**src/rtl/pulse_divider.sv**
```systemverilog
// Programmable clock-enable generator: one slow_pulse every P cycles, with a
// run-time loadable period and a halt / single-step mode for debug.
module pulse_divider #(
  parameter int CNT_WIDTH = 4,
  parameter int RESET_DIV = 3
) (
  input  logic                 clk,
  input  logic                 nrst,
  input  logic [CNT_WIDTH-1:0] div_in,
  input  logic                 div_load,
  input  logic                 halt,
  input  logic                 step,
  output logic                 slow_pulse,
  output logic                 end_pulse,
  output logic [CNT_WIDTH-1:0] phase,
  output logic [CNT_WIDTH-1:0] div_active,
  output logic                 halted
);

  typedef enum logic [1:0] {
    S_RUN    = 2'd0,
    S_HALTED = 2'd1,
    S_STEP   = 2'd2
  } state_t;

  localparam logic [CNT_WIDTH-1:0] RESET_P = CNT_WIDTH'(RESET_DIV);
  localparam logic [CNT_WIDTH-1:0] ONE     = CNT_WIDTH'(1);

  state_t               state_q, state_d;
  logic [CNT_WIDTH-1:0] cnt_q, cnt_d;
  logic [CNT_WIDTH-1:0] p_q, p_d;
  logic [CNT_WIDTH-1:0] q_q, q_d;
  logic                 pend_q, pend_d;

  logic                 running;
  logic                 last;
  logic                 boundary;
  logic [CNT_WIDTH-1:0] div_clamped;

  assign running     = (state_q != S_HALTED);
  assign last        = (cnt_q == p_q - ONE);
  assign boundary    = running && last;
  // A zero period is meaningless; treat it as divide-by-1.
  assign div_clamped = (div_in == '0) ? ONE : div_in;

  // NOTE: every signal written here gets a default first, so no path leaves
  // a value unassigned and no latch is inferred.
  always_comb begin
    state_d = state_q;
    cnt_d   = cnt_q;
    p_d     = p_q;
    q_d     = q_q;
    pend_d  = pend_q;

    unique case (state_q)
      S_RUN: begin
        if (boundary && halt) state_d = S_HALTED;
      end
      S_HALTED: begin
        if (!halt)     state_d = S_RUN;
        else if (step) state_d = S_STEP;
      end
      S_STEP: begin
        if (boundary) state_d = halt ? S_HALTED : S_RUN;
      end
      default: state_d = S_RUN;
    endcase

    if (!running || boundary) cnt_d = '0;
    else                      cnt_d = cnt_q + ONE;

    // A load landing on a boundary goes straight into the next period;
    // otherwise it waits in Q until the next boundary or halted cycle.
    if (boundary && div_load) begin
      p_d    = div_clamped;
      pend_d = 1'b0;
    end else begin
      if (pend_q && (boundary || !running)) begin
        p_d    = q_q;
        pend_d = 1'b0;
      end
      if (div_load) begin
        q_d    = div_clamped;
        pend_d = 1'b1;
      end
    end
  end

  // NOTE: sequential state is updated with non-blocking assignments only, so
  // every register samples the pre-edge values regardless of statement order.
  always_ff @(posedge clk or negedge nrst) begin
    if (!nrst) begin
      state_q <= S_RUN;
      cnt_q   <= '0;
      p_q     <= RESET_P;
      q_q     <= '0;
      pend_q  <= 1'b0;
    end else begin
      state_q <= state_d;
      cnt_q   <= cnt_d;
      p_q     <= p_d;
      q_q     <= q_d;
      pend_q  <= pend_d;
    end
  end

  assign slow_pulse = running && (cnt_q == '0);
  assign end_pulse  = boundary;
  assign phase      = cnt_q;
  assign div_active = p_q;
  assign halted     = !running;

endmodule

```
**config.mk**
```make
export PLATFORM = sky130hd
export DESIGN_NAME = pulse_divider
export DESIGN_NICKNAME = d
export VERILOG_FILES = /design/src/rtl/pulse_divider.sv
export SDC_FILE = /design/constraint.sdc
export NUM_CORES = 1
export LEC_CHECK = 0
export CORE_MARGIN = 1
export CORE_UTILIZATION = 52
export CTS_BUF_LIST = sky130_fd_sc_hd__clkbuf_4 sky130_fd_sc_hd__clkbuf_8 sky130_fd_sc_hd__clkbuf_16
export DETAILED_ROUTE_END_ITERATION = 10
export PLACE_DENSITY_LB_ADDON = 0.2
export SLEW_MARGIN = 0
export SYNTH_ARGS = -nofsm -noshare
export SYNTH_HDL_FRONTEND = slang
export SYNTH_SLANG_ARGS = --single-unit
```
**constraint.sdc**
```tcl
create_clock -name clk -period 3.55 [get_ports clk]
set_input_delay 0.71 -clock clk [delete_from_list [all_inputs] [get_ports clk]]
set_output_delay 0.71 -clock clk [all_outputs]
set_load 0.02 [all_outputs]
```
==> out/results.txt, run 1 <==
The flow ran to the end, but the final reports show violations. The final reports fail on design-rule violations. For the max capacitance violation total, the log shows 0.

Number of violations reported at the end of detailed-routing iteration 0: 16. After routing, the total negative slack on setup checks comes to 0 ns. The tools report the number of library cell types mapped by synthesis as 28. Hold repair after CTS inserted 0 buffers.

The tightest min-delay check is of the flop to flop type. The number of global-route vias before repair is 590, and the total number of vias is 642. The tools report the number of H-tree levels as 1. The top cell types in the final layout, fill and taps aside, are sky130_fd_sc_hd__clkdlybuf4s50_1, sky130_fd_sc_hd__dfrtp_1, sky130_fd_sc_hd__mux2i_1.

Delay of the slowest cell on the worst path: 0.65 ns. The final RePlAce weighted congestion is 0.854, and the endpoint arrival time on the critical path is 2.51 ns. The number of antenna violations at the first check in global routing is 0.

The proportion of synthesized chip area in sequential cells was 0.424; the peak fanout along the critical path was 5. For this design, the slowest cell found on the critical path is sky130_fd_sc_hd__clkdlybuf4s50_1. The number of max-slew violations in the final report was 0; the number of setup buffers added after CTS was 0. The critical path endpoint category was an output port.

Kind of launch point of the worst setup path: a flop. The total overflow left after global routing is 0. Counting along the longest clock path gives a buffer depth of 2. In this run the core area contains 14 standard-cell rows.

For this run, design rule violations remaining after detail routing come to 3. The cell depth of the worst min-delay path is 1, and the required time at the worst-slack endpoint is 2.84 ns. The worst setup path is of the flop to output port kind.

For the pin with the worst max-slew slack, the measured transition is 0.681 ns. The first detailed-routing pass took 7 iterations. The minimum setup slack after placement is 0.626 ns.

Averaged over all synthesized cells, the footprint is 11.6 µm². The final layout contains routed wiring with a total length of 1.76 mm. Clock root buffer: sky130_fd_sc_hd__clkbuf_4. The overall track demand over capacity in global routing is 0.220, and the design internal power is 0.665 mW. The number of failing hold endpoints at the final stage is 0.

After detailed routing, the number of vias per cell comes to 5.58. TritonCTS created 3 clock buffers. Boundary pin count: 20. Entering global routing, the biggest net connects 16 pins. The clock slew at the register clock pins of the worst setup and hold paths came out at 0.09 ns. At the end of the flow, the number of nets in the layout was 112. Register share of total power: 0.315. Setup repair after global routing left no endpoint under its margin.

The count of buffer and inverter cells on the critical path came out at 2. Starting density of the core: 0.571. The tools report the worst setup margin as 0.327 ns. The overall power of the completed layout is 1.16 mW, and the horizontal die dimension is 43.4 µm. Dividing total power by cell area gives a power density of 1030 nW/µm².

The net switching power is 0.499 mW, and the maximum achievable frequency is 310 MHz. The synthesis-to-finish area growth came out at 26.5%. The Yosys step of the flow raised 0 warnings.

The cell area that synthesis handed to floorplanning was 891 µm². The worst setup skew after layout came out at 0.000502 ns. The total number of clock tree sinks is 15.

The flip-flop and latch count after synthesis came out at 15. Area of the core: 1560 µm². The library cell used most frequently in the layout, excluding fill and tap cells, is sky130_fd_sc_hd__clkdlybuf4s50_1. The number of nets handed over by synthesis was 89. The cell count after synthesis came out at 77. The clock reaches the later pin of the worst-skew pair after 0.27 ns. The number of resized instances in the post-cts repair step was 0; the height of the die was 43.4 µm. The clock share of power was 0.090; the clock period minus worst slack was 3.22 ns.

The cell family contributing the most delay on the critical path is buffers and inverters. The signal on the critical path passes through inv_1 > ha_1 > xnor3_1 > nand3_2 > nor3_1 > clkdlybuf4s50_1. The leakage power of the design was 0.521 nW; the switching fraction of total power was 0.429.

For the peak supply drop, the log shows 0.710 mV. For the worst flop-to-flop path, the logic depth is 6. The antenna diode count is 0. The die covers 1880 µm². The half-perimeter wire length after detailed placement is 1.27 mm. The tightest slew margin relative to the limit came out at 0.545. TritonCTS built the clock tree. The final critical-path share of the clock period was 0.908. The tightest hold margin is 0.482 ns, and the final antenna-violating net count is 0. In the final routed layout, each cell accounts on average for 15.3 µm.

The number of port buffers is 19, and the total stage count of the critical path is 6. The fraction of final layout cells with drive strength greater than 1 was 0.182; the final number of setup-violating endpoints was 0. The power share of the combinational group was 0.595. The first global-routing pass estimated 3.01 mm of wire.
-- Yosys cell counts --
library cell	number	share of area
sky130_fd_sc_hd__dfrtp_1	13	0.37
sky130_fd_sc_hd__mux2i_1	12	0.13
sky130_fd_sc_hd__inv_1	5	0.021
sky130_fd_sc_hd__nor3_1	5	0.028
sky130_fd_sc_hd__mux2_4	4	0.067
sky130_fd_sc_hd__nand2_1	4	0.017
sky130_fd_sc_hd__ha_1	3	0.042
sky130_fd_sc_hd__o21ai_0	3	0.017
sky130_fd_sc_hd__xnor2_1	3	0.029
sky130_fd_sc_hd__xor2_1	3	0.029
sky130_fd_sc_hd__dfstp_2	2	0.059
sky130_fd_sc_hd__mux2_2	2	0.025
sky130_fd_sc_hd__nand2b_1	2	0.014
sky130_fd_sc_hd__nand3_1	2	0.011
sky130_fd_sc_hd__a21oi_1	1	0.0056
sky130_fd_sc_hd__clkbuf_1	1	0.0042
sky130_fd_sc_hd__inv_2	1	0.0042
sky130_fd_sc_hd__nand3_2	1	0.011
sky130_fd_sc_hd__nor2_1	1	0.0042
sky130_fd_sc_hd__nor2_2	1	0.0070
sky130_fd_sc_hd__nor3_2	1	0.011
sky130_fd_sc_hd__nor3b_1	1	0.0084
sky130_fd_sc_hd__nor4b_1	1	0.0098
sky130_fd_sc_hd__o31ai_4	1	0.024
sky130_fd_sc_hd__o41ai_1	1	0.0098
sky130_fd_sc_hd__or2_2	1	0.0070
sky130_fd_sc_hd__or3_1	1	0.0070
sky130_fd_sc_hd__xnor3_1	1	0.025
-- worst paths after layout --
path                               start             to  slack, ns
setup / recovery           div_active[0]      end_pulse       0.33
max in group asynchronous           nrst  div_active[2]       2.28
hold reg to reg               state_q[0]     state_q[0]       0.48
min in group asynchronous           nrst         pend_q       0.84
hold / removal                state_q[0]     state_q[0]       0.48
setup reg to reg           div_active[0]         q_q[2]       1.37
-- sequential cells by signal (all words and copies together) (netlist names) --
name and flops:
div_active 4, pend_q 1, phase 4, q_q 4, state_q 2
-- worst register-to-register path, cell delays in order (launching register included) --
cell and delay (ns):
sky130_fd_sc_hd__dfstp_2 0.58, sky130_fd_sc_hd__inv_1 0.06, sky130_fd_sc_hd__ha_1 0.19, sky130_fd_sc_hd__xnor3_1 0.38, sky130_fd_sc_hd__nand3_2 0.13, sky130_fd_sc_hd__o31ai_4 0.38, sky130_fd_sc_hd__mux2_4 0.34
-- routing by layer --
metal	global-route usage	wire, µm	share of wire
met1	0.338	885	0.50
met2	0.312	789	0.45
met3	0.0292	68	0.039
met4	0.0938	18	0.010
met5	0	0	0
-- layout make-up --
cell class | count | area [µm²]
clock buffers | 4 | 30.0
fillers | 114 | 432
inverters | 6 | 22.5
multi-input cells | 55 | 487
flip-flops and latches | 15 | 378
well taps | 16 | 20.0
repair buffers | 19 | 190
-- cells by family after synthesis --
logic type / Yosys count / share of synthesized area
muxes: 18 / 0.228
and+or+nand+nor: 21 / 0.136
AOI/OAI and AO/OA: 6 / 0.0562
buffers and inverters: 7 / 0.0295
DFF: 15 / 0.424
xor gates and xnor gates: 7 / 0.0843
adders and majority gates: 3 / 0.0421
-- metrics by stage --
step                 util  area, µm²  std cells
finish              0.723       1130        115
global route        0.723       1130        115
CTS                 0.723       1130        115
detailed placement  0.704       1100        111
global placement    0.704       1100        111
floorplan               -        891         77
-- power groups by stage --
stage | Clock, mW | Sequential (mW) | Combinational [mW]
finish | 0.105 | 0.366 | 0.693
CTS | 0.107 | 0.368 | 0.698
global placement | 0 | 0.367 | 0.680
global route | 0.115 | 0.383 | 0.751
floorplan | 0 | 0.399 | 0.442
detailed placement | 0 | 0.371 | 0.692
No activity file was read; power rests on OpenSTA's default activity.
==> run 2: changes to the inputs <==
- REMOVE_ABC_BUFFERS: not set -> 1
==> run 2 against run 1 <==
Compared with the run above:
- largest cell class unchanged
- power up 0.73%
- via count down 0.16%
- register-to-register slack got worse by 0.03 ns
- clock power about the same
- critical path type unchanged
- largest power group unchanged
- hold slack improved by 0.020 ns
- global-route usage grew 0.22 points
- clock skew rose by 0.00060 ns
- sequential power about the same
- the run still ends with design-rule violations left
- critical endpoint unchanged
- fmax decreased by 1.8%
- first-iteration DRC count shrank 25%
==> out/results.txt, run 2 (synthesis gave the netlist of run 1 again) <==
The final layout contains routed wiring with a total length of 1.79 mm. Summed over all layers, the global routing overflow is 0. The sequential cells in the finished layout cover a total of 378 µm². The tools report the total number of vias as 641. The total power divided by cell area was 1040 nW/µm²; the peak fanout along the critical path was 5. Entering global routing, the biggest net connects 16 pins. The run finished, with violations left. The max capacitance violation total came out at 0. The number of failing hold endpoints at the final stage was 0.

Maximum achievable frequency: 305 MHz. Endpoint arrival time on the critical path: 2.57 ns. Cell internal power was estimated by the tool at 0.666 mW. The logs give 115 for the count of fill cells added during filler insertion and 0.828 for the final RePlAce weighted congestion. The final critical-path share of the clock period was 0.924; the clock insertion delay at the later pin of the skew report was 0.28 ns. TritonCTS built the clock tree. The antenna diode count is 0. Setup repair after global routing left no endpoint under its margin.

The run gives 15 as the total number of clock tree sinks. The clock slew at the register clock pins of the worst setup and hold paths came out at 0.09 ns. The number of violations reported at the end of detailed-routing iteration 0 was 12; the wire length of the first global-routing pass was 3.07 mm. For the final database, setup skew stands at 0.00110 ns. The peak supply drop came out at 0.819 mV. The register share of total power was 0.311.

Counting cells, the worst reg-to-reg path comes to 6. The height of the die works out to 43.4 µm. The design draws 1.17 mW. Number of setup buffers added after CTS: 0. The cell depth of the worst min-delay path is 1, and the final antenna-violating net count is 0.

The tools report the required time at the worst-slack endpoint as 2.84 ns. Startpoint of the most critical register-to-register path: div_active[0]. The run gives 0 as the number of antenna violations at the first check in global routing. For the length of the first detailed-routing pass in iterations, the log shows 7. STA classifies the critical path startpoint as a flop. After floorplanning, the core was sized to cover 1560 µm².

The number of max-slew violations in the final report came out at 0. The startpoint of the most critical hold path is state_q[0]. Switching fraction of total power: 0.432. The tree is rooted in a sky130_fd_sc_hd__clkbuf_4.

For the starting density of the core, the log shows 0.571. Via count normalized by instance count: 5.57. The number of H-tree levels was 1; the boundary pin count was 20.

The routed length per instance is 15.6 µm, and the number of buffers inserted for hold repair after clock tree synthesis is 0. The worst hold path terminates at state_q[0]. Clock period minus worst slack: 3.28 ns. For the final routed database, the setup TNS stands at 0 ns. The tightest min-delay check is of the flop to flop type. The wire-length estimate of the detail-placed layout is 1.32 mm. The run gives 4 as the number of remaining DRC errors. The tightest slew margin relative to the limit was 0.540; the number of buffers on the longest clock path was 2. The number of buffers inserted during clock tree synthesis was 3.

The clock share of power is 0.089. The worst register-to-register path ends at q_q[3]. The count of buffers added on input and output ports is 19. For the number of global-route vias before repair, the log shows 649.

Overall track demand over capacity in global routing: 0.222. Critical path endpoint category: an output port. The number of core rows is 14, and the full die area is 1880 µm².

The run gives 0.600 as the power share of the combinational group. For the pin with the worst max-slew slack, the measured transition is 0.688 ns. In the layout the commonest cells are sky130_fd_sc_hd__clkdlybuf4s50_1, sky130_fd_sc_hd__dfrtp_1, sky130_fd_sc_hd__mux2i_1. From synthesis to final layout, the design area changed by 26.5%.

At the end of the flow, the number of nets in the layout was 112. The fraction of final layout cells with drive strength greater than 1 works out to 0.182. The area occupied by multi-input gates is 487 µm². The logs give 0.507 mW for the net switching power and 0 for the number of resized instances in the post-cts repair step. The logs give 0 for the final number of setup-violating endpoints and 0.521 nW for the leakage power of the design.

The checks that failed: design-rule violations. For flop-to-flop paths, the worst setup slack is 1.34 ns. Startpoint-to-endpoint class of the critical path: flop to output port. The most frequent standard cell in the layout excluding fill and tap cells was sky130_fd_sc_hd__clkdlybuf4s50_1. The horizontal die dimension was 43.4 µm.
## run 2: how the worst max path moves through the flow
stage	from	slack, ns	endpoint	depth (start not counted)
2_1_floorplan	div_active[0]	0.94	end_pulse	5
3_3_place_gp	div_active[0]	0.69	end_pulse	6
3_5_place_dp	div_active[0]	0.59	end_pulse	6
4_1_cts	div_active[0]	0.24	end_pulse	6
5_1_grt	div_active[0]	0.14	end_pulse	6
6_report	div_active[0]	0.27	end_pulse	6
## run 2: cell type report
type / instances / area share
timing repair buffer: 19 / 0.169
clock buffer: 4 / 0.0266
inverter: 6 / 0.0200
multi-input combinational: 55 / 0.432
sequential: 15 / 0.335
tap: 16 / 0.0178
## run 2: metrics by stage
stage,cell area [µm²],hold WS [ns],util,setup WS (ns),cells
2_1_floorplan,887,0.414,-,0.944,76
3_3_place_gp,1100,0.480,0.704,0.690,111
4_1_cts,1130,0.499,0.723,0.241,115
3_5_place_dp,1100,0.487,0.704,0.592,111
5_1_grt,1130,0.525,0.723,0.139,115
6_report,1130,0.502,0.723,0.269,115
## run 2: power groups by stage
stage          Sequential (mW)  Clock (mW)  Combinational, mW
4_1_cts                  0.366       0.106              0.710
3_3_place_gp             0.366           0              0.685
3_5_place_dp             0.369           0              0.701
2_1_floorplan            0.403           0              0.436
5_1_grt                  0.379       0.113              0.766
6_report                 0.365       0.104              0.704
## run 2: critical path, stage by stage, from the launching register on
cell and delay [ns]:
sky130_fd_sc_hd__dfstp_2 0.59, sky130_fd_sc_hd__inv_1 0.07, sky130_fd_sc_hd__ha_1 0.19, sky130_fd_sc_hd__xnor3_1 0.37
sky130_fd_sc_hd__nand3_2 0.14, sky130_fd_sc_hd__nor3_1 0.26, sky130_fd_sc_hd__clkdlybuf4s50_1 0.68
## run 2: layer usage
| layer | global-route usage | vias up | routed length (µm) |
|---|---|---|---|
| met1 | 0.310 | 307 | 868 |
| met5 | 0 | - | 0 |
| met3 | 0.0250 | 2 | 57 |
| met4 | 0.0563 | 0 | 11 |
| met2 | 0.373 | 13 | 852 |
| li1 | - | 319 | - |
